===== src/rtl/multicycle_ctrl_fsm_pkg.sv =====
// Shared encodings for the multicycle CPU controller: opcodes, FSM states,
// datapath select codes and the decoded-opcode record.
package cpu_ctrl_pkg;

  localparam logic [5:0] OP_ADD   = 6'b000000;
  localparam logic [5:0] OP_SUB   = 6'b000001;
  localparam logic [5:0] OP_ADDI  = 6'b000010;
  localparam logic [5:0] OP_OR    = 6'b010000;
  localparam logic [5:0] OP_AND   = 6'b010001;
  localparam logic [5:0] OP_ORI   = 6'b010010;
  localparam logic [5:0] OP_SLL   = 6'b011000;
  localparam logic [5:0] OP_SLT   = 6'b100110;
  localparam logic [5:0] OP_SLTIU = 6'b100111;
  localparam logic [5:0] OP_SW    = 6'b110000;
  localparam logic [5:0] OP_LW    = 6'b110001;
  localparam logic [5:0] OP_BEQ   = 6'b110100;
  localparam logic [5:0] OP_J     = 6'b111000;
  localparam logic [5:0] OP_JR    = 6'b111001;
  localparam logic [5:0] OP_JAL   = 6'b111010;
  localparam logic [5:0] OP_HALT  = 6'b111111;

  typedef enum logic [3:0] {
    S_IF      = 4'd0,
    S_ID      = 4'd1,
    S_EXE_ALU = 4'd2,
    S_WB_ALU  = 4'd3,
    S_EXE_BR  = 4'd4,
    S_EXE_MEM = 4'd5,
    S_MEM_RD  = 4'd6,
    S_MEM_WR  = 4'd7,
    S_WB_LD   = 4'd8,
    S_HALT    = 4'd9
  } state_e;

  typedef enum logic [2:0] {
    ALU_ADD = 3'b000, ALU_SUB = 3'b001, ALU_SLTU = 3'b010, ALU_SLT = 3'b011,
    ALU_SLL = 3'b100, ALU_OR  = 3'b101, ALU_AND  = 3'b110, ALU_XOR = 3'b111
  } aluop_e;

  typedef enum logic [1:0] {
    PC_INC = 2'b00, PC_BR = 2'b01, PC_RS = 2'b10, PC_JUMP = 2'b11
  } pcsrc_e;

  typedef enum logic [1:0] {
    EXT_ZERO = 2'b00, EXT_SIGN = 2'b01, EXT_SHAMT = 2'b10
  } extsel_e;

  typedef enum logic [1:0] {
    RO_RA = 2'b00, RO_RT = 2'b01, RO_RD = 2'b10
  } regout_e;

  typedef enum logic [3:0] {
    CL_ALU_R, CL_ALU_I, CL_BR, CL_LW, CL_SW, CL_J, CL_JR, CL_JAL, CL_HALT, CL_ILL
  } op_class_e;

  typedef struct packed {
    op_class_e  cls;
    logic [2:0] aluop;
    logic       srcb;
    logic [1:0] ext;
    logic [1:0] regout;
    logic       legal;
  } dec_t;

endpackage


===== src/rtl/multicycle_ctrl_fsm_if.sv =====
// Control bus between the sequencing FSM (master) and the datapath (slave).
interface multicycle_ctrl_fsm_if;
  logic [5:0] op;
  logic       zero;
  logic       PCWre, IRWre, InsMemRW, RegWre, ALUSrcB, ALUM2Reg, WrRegData, DataMemRW;
  logic [1:0] ExtSel;
  logic [2:0] ALUOp;
  logic [1:0] PCSrc;
  logic [1:0] RegOut;
  logic [3:0] state;
  logic       ill_op;

  modport master (
    input  op, zero,
    output PCWre, IRWre, InsMemRW, RegWre, ALUSrcB, ALUM2Reg, WrRegData, DataMemRW,
           ExtSel, ALUOp, PCSrc, RegOut, state, ill_op
  );

  modport slave (
    output op, zero,
    input  PCWre, IRWre, InsMemRW, RegWre, ALUSrcB, ALUM2Reg, WrRegData, DataMemRW,
           ExtSel, ALUOp, PCSrc, RegOut, state, ill_op
  );
endinterface


===== src/rtl/multicycle_ctrl_fsm_op_decode.sv =====
// Combinational opcode decode: instruction class plus the EXE-stage ALU
// controls and the write-back register select.
module ctrl_op_decode
  import cpu_ctrl_pkg::*;
#(
  parameter logic [5:0] HALT_OP = 6'b111111
) (
  input  logic [5:0] i_op,
  output dec_t       o_dec
);

  always_comb begin
    o_dec.cls    = CL_ILL;
    o_dec.aluop  = ALU_ADD;
    o_dec.srcb   = 1'b0;
    o_dec.ext    = EXT_ZERO;
    o_dec.regout = RO_RD;
    o_dec.legal  = 1'b1;
    // HALT_OP is checked first so a reassigned halt code always wins
    if (i_op == HALT_OP) begin
      o_dec.cls = CL_HALT;
    end else begin
      case (i_op)
        OP_ADD:   o_dec.cls = CL_ALU_R;
        OP_SUB:   begin o_dec.cls = CL_ALU_R; o_dec.aluop = ALU_SUB; end
        OP_OR:    begin o_dec.cls = CL_ALU_R; o_dec.aluop = ALU_OR;  end
        OP_AND:   begin o_dec.cls = CL_ALU_R; o_dec.aluop = ALU_AND; end
        OP_SLT:   begin o_dec.cls = CL_ALU_R; o_dec.aluop = ALU_SLT; end
        OP_SLL: begin
          o_dec.cls = CL_ALU_R; o_dec.aluop = ALU_SLL;
          o_dec.srcb = 1'b1;    o_dec.ext = EXT_SHAMT;
        end
        OP_ADDI: begin
          o_dec.cls = CL_ALU_I; o_dec.srcb = 1'b1;
          o_dec.ext = EXT_SIGN; o_dec.regout = RO_RT;
        end
        OP_ORI: begin
          o_dec.cls = CL_ALU_I; o_dec.aluop = ALU_OR; o_dec.srcb = 1'b1;
          o_dec.ext = EXT_ZERO; o_dec.regout = RO_RT;
        end
        OP_SLTIU: begin
          o_dec.cls = CL_ALU_I; o_dec.aluop = ALU_SLTU; o_dec.srcb = 1'b1;
          o_dec.ext = EXT_SIGN; o_dec.regout = RO_RT;
        end
        OP_SW:    begin o_dec.cls = CL_SW; o_dec.regout = RO_RT; end
        OP_LW:    begin o_dec.cls = CL_LW; o_dec.regout = RO_RT; end
        OP_BEQ:   o_dec.cls = CL_BR;
        OP_J:     o_dec.cls = CL_J;
        OP_JR:    o_dec.cls = CL_JR;
        OP_JAL:   o_dec.cls = CL_JAL;
        default:  o_dec.legal = 1'b0;
      endcase
    end
  end

endmodule


===== src/rtl/multicycle_ctrl_fsm.sv =====
// Multicycle CPU controller: IF/ID/EXE/MEM/WB sequencer driving all datapath
// strobes. Optional PERF_CNT_EN adds cycle and retired-instruction counters.
module multicycle_ctrl_fsm
  import cpu_ctrl_pkg::*;
#(
  parameter logic [5:0] HALT_OP      = 6'b111111,
  parameter logic [1:0] LINK_REG_SEL = 2'b00
) (
  input  logic                 clk,
  input  logic                 RST,
  multicycle_ctrl_fsm_if.master bus
`ifdef PERF_CNT_EN
  ,
  output logic [31:0]          cyc_cnt,
  output logic [31:0]          ret_cnt
`endif
);

  state_e     r_state, w_next;
  logic       r_ill;
  dec_t       w_dec;
  logic       w_pcwre, w_irwre, w_regwre, w_srcb, w_m2r, w_wrd, w_dmw;
  logic [1:0] w_ext, w_pcsrc, w_regout;
  logic [2:0] w_aluop;

  ctrl_op_decode #(.HALT_OP(HALT_OP)) u_dec (.i_op(bus.op), .o_dec(w_dec));

  always_ff @(posedge clk or posedge RST) begin
    if (RST) begin
      r_state <= S_IF;
      r_ill   <= 1'b0;
    end else begin
      r_state <= w_next;
      if (r_state == S_ID && !w_dec.legal) r_ill <= 1'b1;
    end
  end

  always_comb begin
    w_next   = r_state;
    w_pcwre  = 1'b0;
    w_irwre  = 1'b0;
    w_regwre = 1'b0;
    w_srcb   = 1'b0;
    w_m2r    = 1'b0;
    w_wrd    = 1'b0;
    w_dmw    = 1'b0;
    w_ext    = EXT_ZERO;
    w_aluop  = ALU_ADD;
    w_pcsrc  = PC_INC;
    w_regout = RO_RA;
    case (r_state)
      S_IF: begin
        w_irwre = 1'b1;
        w_next  = S_ID;
      end
      S_ID: begin
        case (w_dec.cls)
          CL_J:    begin w_pcsrc = PC_JUMP; w_pcwre = 1'b1; w_next = S_IF; end
          CL_JR:   begin w_pcsrc = PC_RS;   w_pcwre = 1'b1; w_next = S_IF; end
          CL_JAL: begin
            // link write of PC+4 into $31 happens alongside the jump
            w_pcsrc  = PC_JUMP; w_pcwre = 1'b1; w_regwre = 1'b1;
            w_regout = LINK_REG_SEL; w_wrd = 1'b0; w_next = S_IF;
          end
          CL_HALT, CL_ILL: w_next = S_HALT;
          CL_BR:           w_next = S_EXE_BR;
          CL_LW, CL_SW:    w_next = S_EXE_MEM;
          default:         w_next = S_EXE_ALU;
        endcase
      end
      S_EXE_ALU: begin
        w_aluop = w_dec.aluop;
        w_srcb  = w_dec.srcb;
        w_ext   = w_dec.ext;
        w_next  = S_WB_ALU;
      end
      S_WB_ALU: begin
        w_regwre = 1'b1; w_wrd = 1'b1; w_pcwre = 1'b1;
        w_regout = w_dec.regout;
        w_next   = S_IF;
      end
      S_EXE_BR: begin
        w_aluop = ALU_SUB; w_ext = EXT_SIGN; w_pcwre = 1'b1;
        w_pcsrc = bus.zero ? PC_BR : PC_INC;
        w_next  = S_IF;
      end
      S_EXE_MEM: begin
        w_aluop = ALU_ADD; w_srcb = 1'b1; w_ext = EXT_SIGN;
        w_next  = (w_dec.cls == CL_LW) ? S_MEM_RD : S_MEM_WR;
      end
      S_MEM_WR: begin
        w_dmw = 1'b1; w_pcwre = 1'b1;
        w_next = S_IF;
      end
      S_MEM_RD: begin
        w_m2r  = 1'b1;
        w_next = S_WB_LD;
      end
      S_WB_LD: begin
        w_regwre = 1'b1; w_regout = RO_RT; w_wrd = 1'b1; w_m2r = 1'b1; w_pcwre = 1'b1;
        w_next   = S_IF;
      end
      S_HALT:  w_next = S_HALT;
      default: w_next = S_IF;
    endcase
  end

  assign bus.PCWre     = w_pcwre;
  assign bus.IRWre     = w_irwre;
  assign bus.InsMemRW  = 1'b0;
  assign bus.RegWre    = w_regwre;
  assign bus.ALUSrcB   = w_srcb;
  assign bus.ALUM2Reg  = w_m2r;
  assign bus.WrRegData = w_wrd;
  assign bus.DataMemRW = w_dmw;
  assign bus.ExtSel    = w_ext;
  assign bus.ALUOp     = w_aluop;
  assign bus.PCSrc     = w_pcsrc;
  assign bus.RegOut    = w_regout;
  assign bus.state     = r_state;
  assign bus.ill_op    = r_ill;

`ifdef PERF_CNT_EN
  always_ff @(posedge clk or posedge RST) begin
    if (RST) begin
      cyc_cnt <= '0;
      ret_cnt <= '0;
    end else begin
      if (r_state != S_HALT) cyc_cnt <= cyc_cnt + 32'd1;
      if (w_pcwre)           ret_cnt <= ret_cnt + 32'd1;
    end
  end
`endif

endmodule


===== src/flat_wrapper.sv =====
// flat-port wrapper written by rule: the top's interface ports become plain ports
module multicycle_ctrl_fsm_flat import cpu_ctrl_pkg::*;
#(
  parameter logic [5:0] HALT_OP      = 6'b111111,
  parameter logic [1:0] LINK_REG_SEL = 2'b00
)
  (clk, RST, bus_op, bus_zero, bus_PCWre, bus_IRWre, bus_InsMemRW, bus_RegWre, bus_ALUSrcB, bus_ALUM2Reg, bus_WrRegData, bus_DataMemRW, bus_ExtSel, bus_ALUOp, bus_PCSrc, bus_RegOut, bus_state, bus_ill_op);
  multicycle_ctrl_fsm_if bus_i ();
  input  logic clk;
  input  logic RST;
  input wire logic [$bits(bus_i.op)-1:0] bus_op;
  input wire logic [$bits(bus_i.zero)-1:0] bus_zero;
  output wire logic [$bits(bus_i.PCWre)-1:0] bus_PCWre;
  output wire logic [$bits(bus_i.IRWre)-1:0] bus_IRWre;
  output wire logic [$bits(bus_i.InsMemRW)-1:0] bus_InsMemRW;
  output wire logic [$bits(bus_i.RegWre)-1:0] bus_RegWre;
  output wire logic [$bits(bus_i.ALUSrcB)-1:0] bus_ALUSrcB;
  output wire logic [$bits(bus_i.ALUM2Reg)-1:0] bus_ALUM2Reg;
  output wire logic [$bits(bus_i.WrRegData)-1:0] bus_WrRegData;
  output wire logic [$bits(bus_i.DataMemRW)-1:0] bus_DataMemRW;
  output wire logic [$bits(bus_i.ExtSel)-1:0] bus_ExtSel;
  output wire logic [$bits(bus_i.ALUOp)-1:0] bus_ALUOp;
  output wire logic [$bits(bus_i.PCSrc)-1:0] bus_PCSrc;
  output wire logic [$bits(bus_i.RegOut)-1:0] bus_RegOut;
  output wire logic [$bits(bus_i.state)-1:0] bus_state;
  output wire logic [$bits(bus_i.ill_op)-1:0] bus_ill_op;
  assign bus_i.op = bus_op;
  assign bus_i.zero = bus_zero;
  assign bus_PCWre = bus_i.PCWre;
  assign bus_IRWre = bus_i.IRWre;
  assign bus_InsMemRW = bus_i.InsMemRW;
  assign bus_RegWre = bus_i.RegWre;
  assign bus_ALUSrcB = bus_i.ALUSrcB;
  assign bus_ALUM2Reg = bus_i.ALUM2Reg;
  assign bus_WrRegData = bus_i.WrRegData;
  assign bus_DataMemRW = bus_i.DataMemRW;
  assign bus_ExtSel = bus_i.ExtSel;
  assign bus_ALUOp = bus_i.ALUOp;
  assign bus_PCSrc = bus_i.PCSrc;
  assign bus_RegOut = bus_i.RegOut;
  assign bus_state = bus_i.state;
  assign bus_ill_op = bus_i.ill_op;
  multicycle_ctrl_fsm #(.HALT_OP(HALT_OP), .LINK_REG_SEL(LINK_REG_SEL)) u_core (.clk(clk), .RST(RST), .bus(bus_i));
endmodule

===== config.mk =====
export PLATFORM = sky130hd
export DESIGN_NAME = multicycle_ctrl_fsm_flat
export DESIGN_NICKNAME = d
export VERILOG_FILES = /design/src/rtl/multicycle_ctrl_fsm_pkg.sv /design/src/rtl/multicycle_ctrl_fsm_if.sv /design/src/rtl/multicycle_ctrl_fsm_op_decode.sv /design/src/rtl/multicycle_ctrl_fsm.sv /design/src/flat_wrapper.sv
export SDC_FILE = /design/constraint.sdc
export NUM_CORES = 1
export LEC_CHECK = 0
export BUFFER_PORTS_ARGS = -buffer_cell sky130_fd_sc_hd__buf_2
export CORE_MARGIN = 3
export CORE_UTILIZATION = 50
export DETAILED_ROUTE_END_ITERATION = 8
export PLACE_DENSITY = 0.88
export SLEW_MARGIN = 20
export SYNTH_ARGS = -nofsm -noshare
export SYNTH_HDL_FRONTEND = slang
export SYNTH_SLANG_ARGS = --single-unit
export TNS_END_PERCENT = 30

===== constraint.sdc =====
create_clock -name clk -period 2.5 [get_ports clk]
set_input_delay 0 -clock clk [delete_from_list [all_inputs] [get_ports clk]]
set_output_delay 0 -clock clk [all_outputs]
set_load 0.005 [all_outputs]

# Word-level counts from Yosys, hierarchy flattened
# Cells that the tools add are included.
# Widths: inputs -> output; s select.
dict set report classes {
  n_eq_ne 32
  n_mux 25
  reduce_logical 18
}
# cell count
set ops {}
lappend ops {{$eq 6x6->1 const B} 9}
lappend ops {{$eq 4x3->1 const B} 8}
lappend ops {{$pmux 4 s8} 1}
lappend ops {{$eq 6x5->1 const B} 4}
lappend ops {{$pmux 4 s6} 1}
lappend ops {{$pmux 3 s6} 1}
lappend ops {{$eq 4x2->1 const B} 4}
lappend ops {{$eq 4x4->1 const B} 4}
lappend ops {{$pmux 2 s2} 4}
lappend ops {{$pmux 4 s4} 1}
lappend ops {{$reduce_or 2->1} 8}
lappend ops {{$reduce_or 15->1} 1}
lappend ops {{$mux 1} 9}
lappend ops {{$mux 9} 1}
lappend ops {{$pmux 3 s3} 1}
lappend ops {{$eq 6x1->1 const B} 1}
lappend ops {{$eq 6x2->1 const B} 1}
lappend ops {{$logic_not 6->1} 1}
lappend ops {{$pmux 1 s2} 3}
lappend ops {{$pmux 3 s2} 1}
lappend ops {{$reduce_or 3->1} 2}
lappend ops {{$reduce_or 6->1} 1}
lappend ops {{$reduce_or 5->1} 1}
lappend ops {{$eq 4x1->1 const B} 1}
lappend ops {{other kinds (6)} 6}
dict set report totals {
  reg_bits 5
  inputBits 9
  output_inout_bits 22
}

# Depth between registers and ports, before layout
# Gate-level depths: netlist (run 1).
dict set report depth {
  word_depth 8
  mapped_depth 6
  depth_no_buf 5
}

# Cells and area by module
# Synthesis (run 1) repeated with hierarchy kept, for this count alone.
dict set report unflattened {
  hier_cells 152
  area_unflattened_um2 1093.5
}
# mod n_inst cells_per_inst area_per_inst_um2
set modules_own_cells {}
lappend modules_own_cells {multicycle_ctrl_fsm 1 83 621.8}
lappend modules_own_cells {ctrl_op_decode 1 69 471.7}

# Least setup slack after synthesis (run 1)
# OpenSTA, ideal clock, no wires.
dict set report synth_timing {
  path_kind {register to output}
  start {register u_core.r_state[0], in the netlist u_core.bus.state[0]}
  end {output port bus_RegOut[0]}
  arrival_ps 1305
  slack_ps 1195
  stages_incl_launch_ff 6
  n_path_buf 1
  cell_sequence {dfrtp_1 buf_2 nand2_1 or2_1 or3_1 a21oi_1}
}
dict set report synth_between {
  elab_chain_len 2
  elab_cells_between_ends 3
  classes_between {eq/ne (2); mux (1)}
}
# item line_no
set synth_lines {}
lappend synth_lines {{from (decl)} multicycle_ctrl_fsm.sv:19} ;# state_e r_state, w_next;
lappend synth_lines {{from (signal assigned)} multicycle_ctrl_fsm.sv:33} ;# r_state <= w_next;
lappend synth_lines {{$eq 4x4->1 / $eq 4x2->1 (equally long branches)} multicycle_ctrl_fsm.sv:51} ;# case (r_state)
lappend synth_lines {{$pmux 2 s2 *} multicycle_ctrl_fsm.sv:51}
lappend synth_lines {{to (decl)} flat_wrapper.sv:24} ;# output wire logic [$bits(bus_i.RegOut)-1:0] bus_RegOut;
# Mark *: on every way between the ends. The rest lies on a longest branch, timed or not.

# Worst setup path in the final report (run 1)
dict set report layout_timing {
  start {register u_core.r_state[1], in the netlist u_core.bus.state[1]}
  end {output port bus_RegWre}
}
dict set report layout_between {
  elab_chain_len 3
  elab_cells_between_ends 5
  classes_between {eq/ne (3); mux (1); reduce/logical (1)}
}
# item line_no
set layout_lines {}
lappend layout_lines {{$eq 4x2->1 / $eq 4x4->1 (equally long branches)} multicycle_ctrl_fsm.sv:51}
lappend layout_lines {{$reduce_or 2->1 (no source line)} -}
lappend layout_lines {{$pmux 1 s2 *} multicycle_ctrl_fsm.sv:51}
lappend layout_lines {{to (decl)} flat_wrapper.sv:16} ;# output wire logic [$bits(bus_i.RegWre)-1:0] bus_RegWre;
# Marks and branches as above.

==> flow_summary_export.csv, run 1 <==
group,metric,value,unit
detailed_routing,via_per_inst,6.18,
setup_path,max_stage_delay,0.52,ns
place,place_hpwl,1680,um
power_and_ir_drop,power,0.000592,W
layout,seqCellArea,125,sq um
detailed_routing,ant_nets,0,
global_routing,antenna_found_initial,0,
setup_path,critPathLaunchType,"flip-flop",
setup_path,worstPathArrival,1.96,ns
synth,yosysUniqueCellTypes,43,
synth,seq_area_frac_synth,0.156,
detailed_routing,wl_per_cell,14.1,um
die,core_area,1400,sq um
setup_path,path_cells,"nand2b_1 -> nor3_1 -> nand2_1 -> nor2_1 -> a21o_1 -> buf_2",
place,pre_cts_ws,0.846,ns
die,die_y,46.0,um
detailed_routing,remaining_drc_errors,0,
clock_tree,cts_tree,"yes",
die,die_area,2110,sq um
layout,utilization,0.669,
detailed_routing,wl,2250,um
clock_tree,cts_resized,0,
setup_path,worstPathRequired,2.50,ns
synth,yosys.cell_count.top_type,"nor2_1",
setup_path,critPathTopFamily,"simple AND/OR/NAND/NOR gates",
timing,final_max_slew_viol_count,0,
timing,setup_viol,0,
timing,rsz0062_at_grt,"false",
layout,layout-drive-gt1-share,0.248,
clock_tree,htreeDepth,1,
place,portBuffers,29,
die,core.rowCount,13,
global_routing,grt_pass1_wl,3820,um
place,place_congestion,0.888,
setup_path,path_buf_inv,1,
setup_path,crit_type,"flip-flop to output pin",
synth,avgSynthCellArea,6.50,sq um
global_routing,grt_max_degree,21,
layout,area_delta_synth_final,17.1,%
clock_tree,cts_root_buf,"clkbuf_4",
power_and_ir_drop,power_leakage,0.428,nW
synth,netlist_area,800,sq um
clock_tree,cts_sinks,5,
die,die_w,46.0,um
die,initial_core_util,0.572,
setup_path,endpoint_kind,"output pin",
timing,tns,0,ns
global_routing,track_usage,0.244,
timing,finClkSkew,0.00699,ns
layout,fin_nets,155,
timing,fmax,0.510,GHz
synth,netlist_instances,123,
power_and_ir_drop,p_per_area,632,nW/um^2
detailed_routing,routed-via-count,989,
synth,synth_area_leaders,"dfrtp_1 16%, a21oi_1 6.9%, nor2_1 6.6%",
clock_tree,cts_setup_buffers,0,
die,io_pins,31,
global_routing,grt_pass1_vias,845,
power_and_ir_drop,ir_drop,0.523,mV
timing,hold_viol_final,0,
synth,synth_fp_nets,132,
synth,ys.warnings.count,0,
timing,final.min_clock_period,1.96,ns
synth,synth-edff-count,0,
clock_tree,clockBufferDepth,2,
synth,synth_top_flop_cell,"dfrtp_1",
synth,synth_common_cells,"14 x nor2_1, 11 x a21oi_1, 11 x nand2_1",
timing,fin_ws,0.537,ns
setup_path,crit_fanout,14,
timing,tightest_slew,0.532,ns
clock_tree,path_clk_slew,0.05,ns
worst_hold_path,hp-class,"primary input to async pin",
clock_tree,numCtsBuffers,3,
synth,synth-seq-cells,5,
clock_tree,insertion_delay,0.25,ns
timing,whs,0.201,ns
layout,diodes,0,
detailed_routing,drt_iter0_drc,43,
timing,fin_crit_sh,0.785,
clock_tree,ctsHoldBuffers,1,
synth,synthArstFlopShare,1.00,
timing,max_slew_margin,0.645,
status,outcome,"finished clean",
layout,nFillCells,124,
detailed_routing,first_pass_iters,4,
synth,netlist.area_leader.share,0.156,
synth,yosysTopAreaCell,"dfrtp_1",
run,maxCapViolations,0,
layout,multi_input_area,596,sq um
global_routing,grt.overflow.total,0,
setup_path,slowest_stage,"dfrtp_1",
==> worst min-delay path, delay by kind of cell <==
| kind | cells | cell delay (ns) |
|---|---|---|
| buffers and inverters | 3 | 0.81 |
==> cell type report <==
cell class	count	area share
Timing Repair Buffer	30	0.166
Clock buffer	4	0.0281
Inverter	4	0.0160
Tap cell	15	0.0201
Multi-Input combinational cell	102	0.636
Sequential cell	5	0.134
==> power by group <==
group	internal (W)	total, W	leakage (nW)	switching [W]
Sequential	0.000101	0.000171	0.0595	0.0000698
Combinational	0.000152	0.000325	0.354	0.000173
Clock	0.0000605	0.0000953	0.0150	0.0000348
Total	0.000314	0.000592	0.428	0.000278
==> cells by family (layout without fill, tap and decap cells) <==
logic type,Yosys count,count (layout),synth area share
simple gates,63,63,0.419
compound gates,36,36,0.296
buf+inv,16,38,0.0986
flops,5,5,0.156
mux,2,2,0.0250
other cells,1,1,0.00469
==> path summary, 6_finish.rpt <==
kind	from	end	slack, ns	cells after the start
max in group asynchronous	RST	u_core.bus.state[2]	2.12	3
worst min register to register	u_core.bus.ill_op	u_core.bus.ill_op	0.47	1
min in group clk	bus_op[2]	u_core.bus.state[2]	0.26	4
worst max register to register	u_core.bus.state[1]	u_core.bus.state[0]	0.83	4
worst min-delay path	RST	u_core.bus.state[3]	0.20	3
worst max-delay path	u_core.bus.state[1]	bus_RegWre	0.54	6
==> state kept, by name (all words and copies together), names as in the netlist <==
| register | count |
|---|---|
| u_core.bus.state | 4 |
| u_core.bus.ill_op | 1 |
==> cell usage in the layout, fill, tap and decap left out, drive strengths merged, types with 2 or more instances in the layout <==
| cell | n |
|---|---|
| buf | 29 |
| nor2 | 14 |
| a21oi | 12 |
| nand2 | 11 |
| nor3 | 10 |
| nand2b | 7 |
| o21ai | 6 |
| nor2b | 5 |
| dfrtp | 5 |
| inv | 4 |
| or3 | 4 |
| clkbuf | 4 |
| nand3 | 3 |
| o31ai | 3 |
| a31oi | 2 |
| a21o | 2 |
| o21bai | 2 |
| nor4 | 2 |
| a211oi | 2 |
| mux2i | 2 |
==> layer usage <==
metal	vias up	part of all wire	track usage
li1	488	-	-
met1	437	0.41	0.335
met2	62	0.48	0.379
met3	2	0.11	0.0632
met4	0	0.0049	0.0568
met5	-	0	0
==> per-stage QoR <==
stage	instances	area, sq um
floorplan	123	800
global route	160	936
detailed placement	155	900
global placement	155	900
CTS	160	936
finish	160	936
Note: power is estimated with default switching activity, not from simulation.
==> run 2, diff against run 1 <==
--- a/config.mk
+++ b/config.mk
@@ -5,11 +5,12 @@
 export SDC_FILE = /design/constraint.sdc
 export NUM_CORES = 1
 export LEC_CHECK = 0
+export ABC_AREA = 1
 export BUFFER_PORTS_ARGS = -buffer_cell sky130_fd_sc_hd__buf_2
 export CORE_MARGIN = 3
-export CORE_UTILIZATION = 50
+export CORE_UTILIZATION = 42
 export DETAILED_ROUTE_END_ITERATION = 8
-export PLACE_DENSITY = 0.88
+export PLACE_DENSITY = 0.81
 export SLEW_MARGIN = 20
 export SYNTH_ARGS = -nofsm -noshare
 export SYNTH_HDL_FRONTEND = slang
==> constraint.sdc (replaced) <==
create_clock -name clk -period 1.8 [get_ports clk]
set_input_delay 0 -clock clk [delete_from_list [all_inputs] [get_ports clk]]
set_output_delay 0 -clock clk [all_outputs]
set_load 0.005 [all_outputs]
==> run 2 against run 1 <==
Setup slack got worse by 0.37 ns. Synthesized cell count rose by 2.4%. Critical path depth rose by 2. Clock-buffer cell count did not move. Sequential share of layout area rose by 0.35 points. Register-to-register slack got worse by 0.31 ns. Final area fell by 2.5%. Global-route usage fell by 5.2 points. Sequential cell count did not move. Critical endpoint is now bus_ALUOp[1]. Largest cell class unchanged.
==> flow_summary_export.csv, run 2 <==
group,metric,value,unit
detailed_routing,via_per_inst,5.36,
place,dpl.cell_count,170,
synth,synth_area_leaders,"dfrtp_1 18%, inv_1 13%, nand2_1 10%",
timing,fin_crit_sh,0.906,
global_routing,grt_pass1_vias,742,
synth,synth_common_cells,"25 x inv_1, 19 x nand2_1, 19 x nor2_1",
synth,yosys.cell_count.top_type,"inv_1",
detailed_routing,ant_nets,0,
detailed_routing,wl_per_cell,11.9,um
detailed_routing,remaining_drc_errors,0,
place,portBuffers,29,
synth,muxShareOfSynthArea,0,
power_and_ir_drop,ir_drop,0.766,mV
timing,fmax,0.613,GHz
synth,synthSimpleGateAreaFrac,0.504,
timing,rsz0062_at_grt,"false",
clock_tree,insertion_delay,0.25,ns
detailed_routing,first_pass_iters,4,
layout,seqCellArea,125,sq um
synth,synth-seq-cells,5,
clock_tree,numCtsBuffers,3,
timing,finClkSkew,0.00440,ns
timing,hold_viol_final,0,
synth,synth_top_flop_cell,"dfrtp_1",
layout,multi_input_area,488,sq um
clock_tree,clockBufferDepth,2,
die,die_w,47.2,um
die,core_area,1560,sq um
synth,seq_area_frac_synth,0.175,
detailed_routing,routed-via-count,938,
die,core.rowCount,14,
synth,synth_top_family_by_area,"simple AND/OR/NAND/NOR gates",
clock_tree,cts_root_buf,"clkbuf_4",
worst_hold_path,hp-class,"primary input to async pin",
run,maxCapViolations,0,
status,outcome,"finished clean",
synth,synthAdderAreaFrac,0,
die,die_area,2230,sq um
synth,synth-edff-count,0,
detailed_routing,drt_iter0_drc,34,
layout,layout-drive-gt1-share,0.327,
synth,synthArstFlopShare,1.00,
setup_path,worstPathArrival,1.63,ns
timing,final_max_slew_viol_count,0,
setup_path,crit_fanout,5,
timing,final.min_clock_period,1.63,ns
die,die_y,47.2,um
layout,layout_commonest_cell,"buf_2",
global_routing,grt_max_degree,9,
detailed_routing,wl,2070,um
synth,yosysTopAreaCell,"dfrtp_1",
clock_tree,cts_setup_buffers,0,
timing,setup_viol,0,
synth,ys.warnings.count,0,
clock_tree,htreeDepth,1,
setup_path,crit_type,"flip-flop to output pin",
synth,synth_fp_nets,135,
layout,final_cell_mix,"29 x buf_2, 25 x inv_1, 19 x nand2_1",
synth,synthXorXnorAreaFrac,0,
synth,avgSynthCellArea,5.66,sq um
clock_tree,cts_sinks,5,
power_and_ir_drop,power_leakage,0.533,nW
setup_path,crit_top_cell,"inv_1",
synth,yosysUniqueCellTypes,21,
die,initial_core_util,0.457,
synth,netlist_area,713,sq um
layout,area_delta_synth_final,27.9,%
clock_tree,cts_tree,"yes",
layout,largest_register_ffs,4,
layout,fin_nets,169,
setup_path,critPathLaunchType,"flip-flop",
setup_path,path_cells,"nor2_1 -> inv_1 -> nor2_1 -> inv_1 -> nor2_2 -> inv_1 -> a31oi_1 -> buf_2",
setup_path,worstPathRequired,1.80,ns
layout,layout.cells.non_filler,175,
place,place_hpwl,1700,um
global_routing,antenna_found_initial,0,
setup_path,slowest_stage,"dfrtp_1",
synth,synth-compound-area-share,0.168,
power_and_ir_drop,p_per_area,882,nW/um^2
die,io_pins,31,
setup_path,r2r_setup_slack,0.52,ns
setup_path,max_stage_delay,0.43,ns
layout,nFillCells,158,
timing,tns,0,ns
global_routing,track_usage,0.193,
clock_tree,path_clk_slew,0.04,ns
global_routing,grt_pass1_wl,3150,um
layout,diodes,0,
global_routing,grt.overflow.total,0,
setup_path,endpoint_kind,"output pin",
synth,netlist.area_leader.share,0.175,
place,place_congestion,0.926,
synth,netlist_instances,126,
==> run 2: per-layer routing <==
metal	wire length [um]	vias to the layer above	GRT usage
met4	21	0	0.0331
met1	917	419	0.283
li1	-	475	-
met2	1010	42	0.295
met3	129	2	0.0345
met5	0	-	0
==> run 2: what timing repair did <==
item,in CTS,in global routing
setup endpoints to repair,0,3
hold endpoints to repair,5,0
resized for setup,0,3
hold buffers,1,0
==> run 2: through the flow <==
stage	total power (W)	setup slack [ns]	utilization	cell area [sq um]	hold WS [ns]
2_1_floorplan	0.000476	0.634	-	713	-0.221
3_3_place_gp	0.000648	0.377	0.559	871	-0.106
3_5_place_dp	0.000655	0.389	0.559	871	-0.0955
4_1_cts	0.000792	0.123	0.582	907	0.206
5_1_grt	0.000882	0.00737	0.585	912	0.232
6_report	0.000804	0.169	0.585	912	0.218
==> run 2: worst paths after layout <==
| path | endpoint | from | depth (start not counted) |
|---|---|---|---|
| hold / removal | u_core.bus.state[0] | RST | 3 |
| min in group clk | u_core.bus.state[0] | bus_op[1] | 5 |
| setup / recovery | bus_ALUOp[1] | u_core.bus.state[2] | 8 |
| setup reg to reg | u_core.bus.state[3] | u_core.bus.state[0] | 6 |
| hold reg to reg | u_core.bus.ill_op | u_core.bus.ill_op | 1 |
| max in group asynchronous | u_core.bus.ill_op | RST | 3 |
==> run 2: area by class of cell <==
| class | count | area share |
|---|---|---|
| timing repair buffer | 30 | 0.170 |
| clock buffer | 4 | 0.0288 |
| multi-input combinational | 94 | 0.535 |
| tap | 16 | 0.0219 |
| sequential | 5 | 0.137 |
| inverter | 26 | 0.107 |
==> run 2: cells by family (layout without fill, tap and decap cells) <==
kind of cell / after synthesis / count (layout)
other: 1 / 1
AO/OA/AOI/OAI: 20 / 20
AND/OR/NAND/NOR: 73 / 73
buffers and inverters: 27 / 60
flip-flops: 5 / 5
==> run 2: worst max-delay path, delay by kind of cell (launching register included) <==
family,cells,cell delay (ns)
AO/OA/AOI/OAI,1,0.16
AND/OR/NAND/NOR,3,0.39
buffers and inverters,4,0.40
flip-flops,1,0.43
==> run 2: power by group <==
group	internal [W]	switching, W	total [W]	leakage, nW
logic	0.000183	0.000306	0.000489	0.458
registers	0.000145	0.0000391	0.000184	0.0599
clock network	0.0000839	0.0000473	0.000131	0.0150
total	0.000412	0.000392	0.000804	0.533
==> run 3, diff against run 2 <==
--- a/config.mk
+++ b/config.mk
@@ -10,7 +10,7 @@
 export CORE_MARGIN = 3
 export CORE_UTILIZATION = 42
 export DETAILED_ROUTE_END_ITERATION = 8
-export PLACE_DENSITY = 0.81
+export PLACE_DENSITY = 0.79
 export SLEW_MARGIN = 20
 export SYNTH_ARGS = -nofsm -noshare
 export SYNTH_HDL_FRONTEND = slang
==> run 3 against run 2 <==
Non-clock buffer count did not move. Clock-buffer cell count unchanged. Largest power group unchanged. Critical endpoint is now bus_ALUSrcB. Sequential share of layout area is 0.076 points higher.
==> flow_summary_export.csv, run 3 (synthesis gave the netlist of run 2 again) <==
group,metric,value,unit
timing,final.min_clock_period,1.64,ns
die,die_area,2230,sq um
layout,largest_register_ffs,4,
detailed_routing,drt_iter0_drc,44,
timing,rsz0062_at_grt,"false",
clock_tree,clockBufferDepth,2,
place,place_congestion,0.928,
power_and_ir_drop,ir_drop,0.462,mV
place,portBuffers,29,
layout,layout_commonest_cell,"buf_2",
setup_path,crit_type,"flip-flop to output pin",
timing,tns,0,ns
status,outcome,"finished clean",
die,die_y,47.2,um
timing,fin_crit_sh,0.910,
worst_hold_path,hp-class,"primary input to async pin",
detailed_routing,wl,2020,um
power_and_ir_drop,power_leakage,0.534,nW
place,place_hpwl,1680,um
clock_tree,ctsHoldBuffers,1,
clock_tree,cts_resized,0,
layout,final_cell_mix,"29 x buf_2, 25 x inv_1, 19 x nor2_1, 19 x nand2_1",
setup_path,max_stage_delay,0.42,ns
layout,nFillCells,156,
die,io_pins,31,
clock_tree,cts_sinks,5,
global_routing,grt_max_degree,9,
power_and_ir_drop,power,0.000793,W
clock_tree,cts_tree,"yes",
global_routing,top_usage_layer,"met2",
clock_tree,cts_setup_buffers,0,
global_routing,grt_pass1_wl,3010,um
timing,whs,0.212,ns
global_routing,use_met1,0.271,
timing,finClkSkew,0.00138,ns
clock_tree,numCtsBuffers,3,
power_and_ir_drop,p_per_area,875,nW/um^2
detailed_routing,wl_per_cell,11.5,um
global_routing,track_usage,0.178,
clock_tree,htreeDepth,1,
global_routing,use_met3,0.0230,
setup_path,endpoint_kind,"output pin",
layout,fin_nets,169,
detailed_routing,routed-via-count,947,
setup_path,worstPathRequired,1.80,ns
die,core.rowCount,14,
layout,area_delta_synth_final,27.2,%
timing,final_max_slew_viol_count,0,
global_routing,grt.overflow.total,0,
setup_path,path_cells,"nor2_1 -> inv_1 -> nor2_1 -> inv_1 -> nor2_1 -> inv_1 -> o21ai_0 -> buf_2",
layout,seqCellArea,125,sq um
detailed_routing,remaining_drc_errors,0,
clock_tree,path_clk_slew,0.04,ns
setup_path,critPathLaunchType,"flip-flop",
detailed_routing,via_per_inst,5.41,
layout,multi_input_area,483,sq um
run,maxCapViolations,0,
setup_path,slowest_stage,"dfrtp_1",
setup_path,crit_fanout,5,
clock_tree,cts_root_buf,"clkbuf_4",
die,die_w,47.2,um
layout,diodes,0,
detailed_routing,ant_nets,0,
global_routing,antenna_found_initial,0,
clock_tree,insertion_delay,0.24,ns
setup_path,worstPathArrival,1.64,ns
detailed_routing,first_pass_iters,4,
global_routing,grt_pass1_vias,705,
global_routing,met2_usage,0.282,
die,initial_core_util,0.457,
timing,setup_viol,0,
timing,fmax,0.611,GHz
die,core_area,1560,sq um
layout,layout-drive-gt1-share,0.314,
timing,hold_viol_final,0,
-- run 3: layer usage --
layer  up-vias  wire (um)
li1        473          -
met1       423        918
met2        49        930
met3         2        161
met4         0          6
met5         -          0
-- run 3: worst paths after layout --
kind                       cells after the start                  end  slack (ns)                start
setup / recovery                               8          bus_ALUSrcB        0.16  u_core.bus.state[2]
setup reg to reg                               6  u_core.bus.state[2]        0.39  u_core.bus.state[0]
min in group clk                               5  u_core.bus.state[0]        0.27            bus_op[1]
hold reg to reg                                1    u_core.bus.ill_op        0.48    u_core.bus.ill_op
hold / removal                                 3    u_core.bus.ill_op        0.21                  RST
max in group asynchronous                      3  u_core.bus.state[1]        1.41                  RST
-- run 3: worst max-delay path: cells and delay by family (launching register included) --
kind	cells	cell delay (ns)
flip-flops	1	0.42
AND/OR/NAND/NOR	3	0.41
AO/OA/AOI/OAI	1	0.17
buffers and inverters	4	0.40
-- run 3: power by group --
group	switching [W]	internal [W]	total, W
registers	0.0000352	0.000145	0.000181
clock network	0.0000451	0.0000838	0.000129
logic	0.000304	0.000180	0.000484
-- run 3: area by class of cell --
type	count	area share
multi-input combinational	94	0.532
timing repair buffer	30	0.171
sequential	5	0.138
inverter	26	0.108
clock buffer	4	0.0290
tap	16	0.0221
-- run 3: per-stage QoR --
step,cell area [sq um],utilization,setup slack (ns),std cells
final,907,0.582,0.162,175
after global routing,907,0.582,0.00824,175
after CTS,907,0.582,0.148,175
after detailed placement,871,0.559,0.412,170
after global placement,871,0.559,0.432,170
after floorplan,713,-,0.634,126
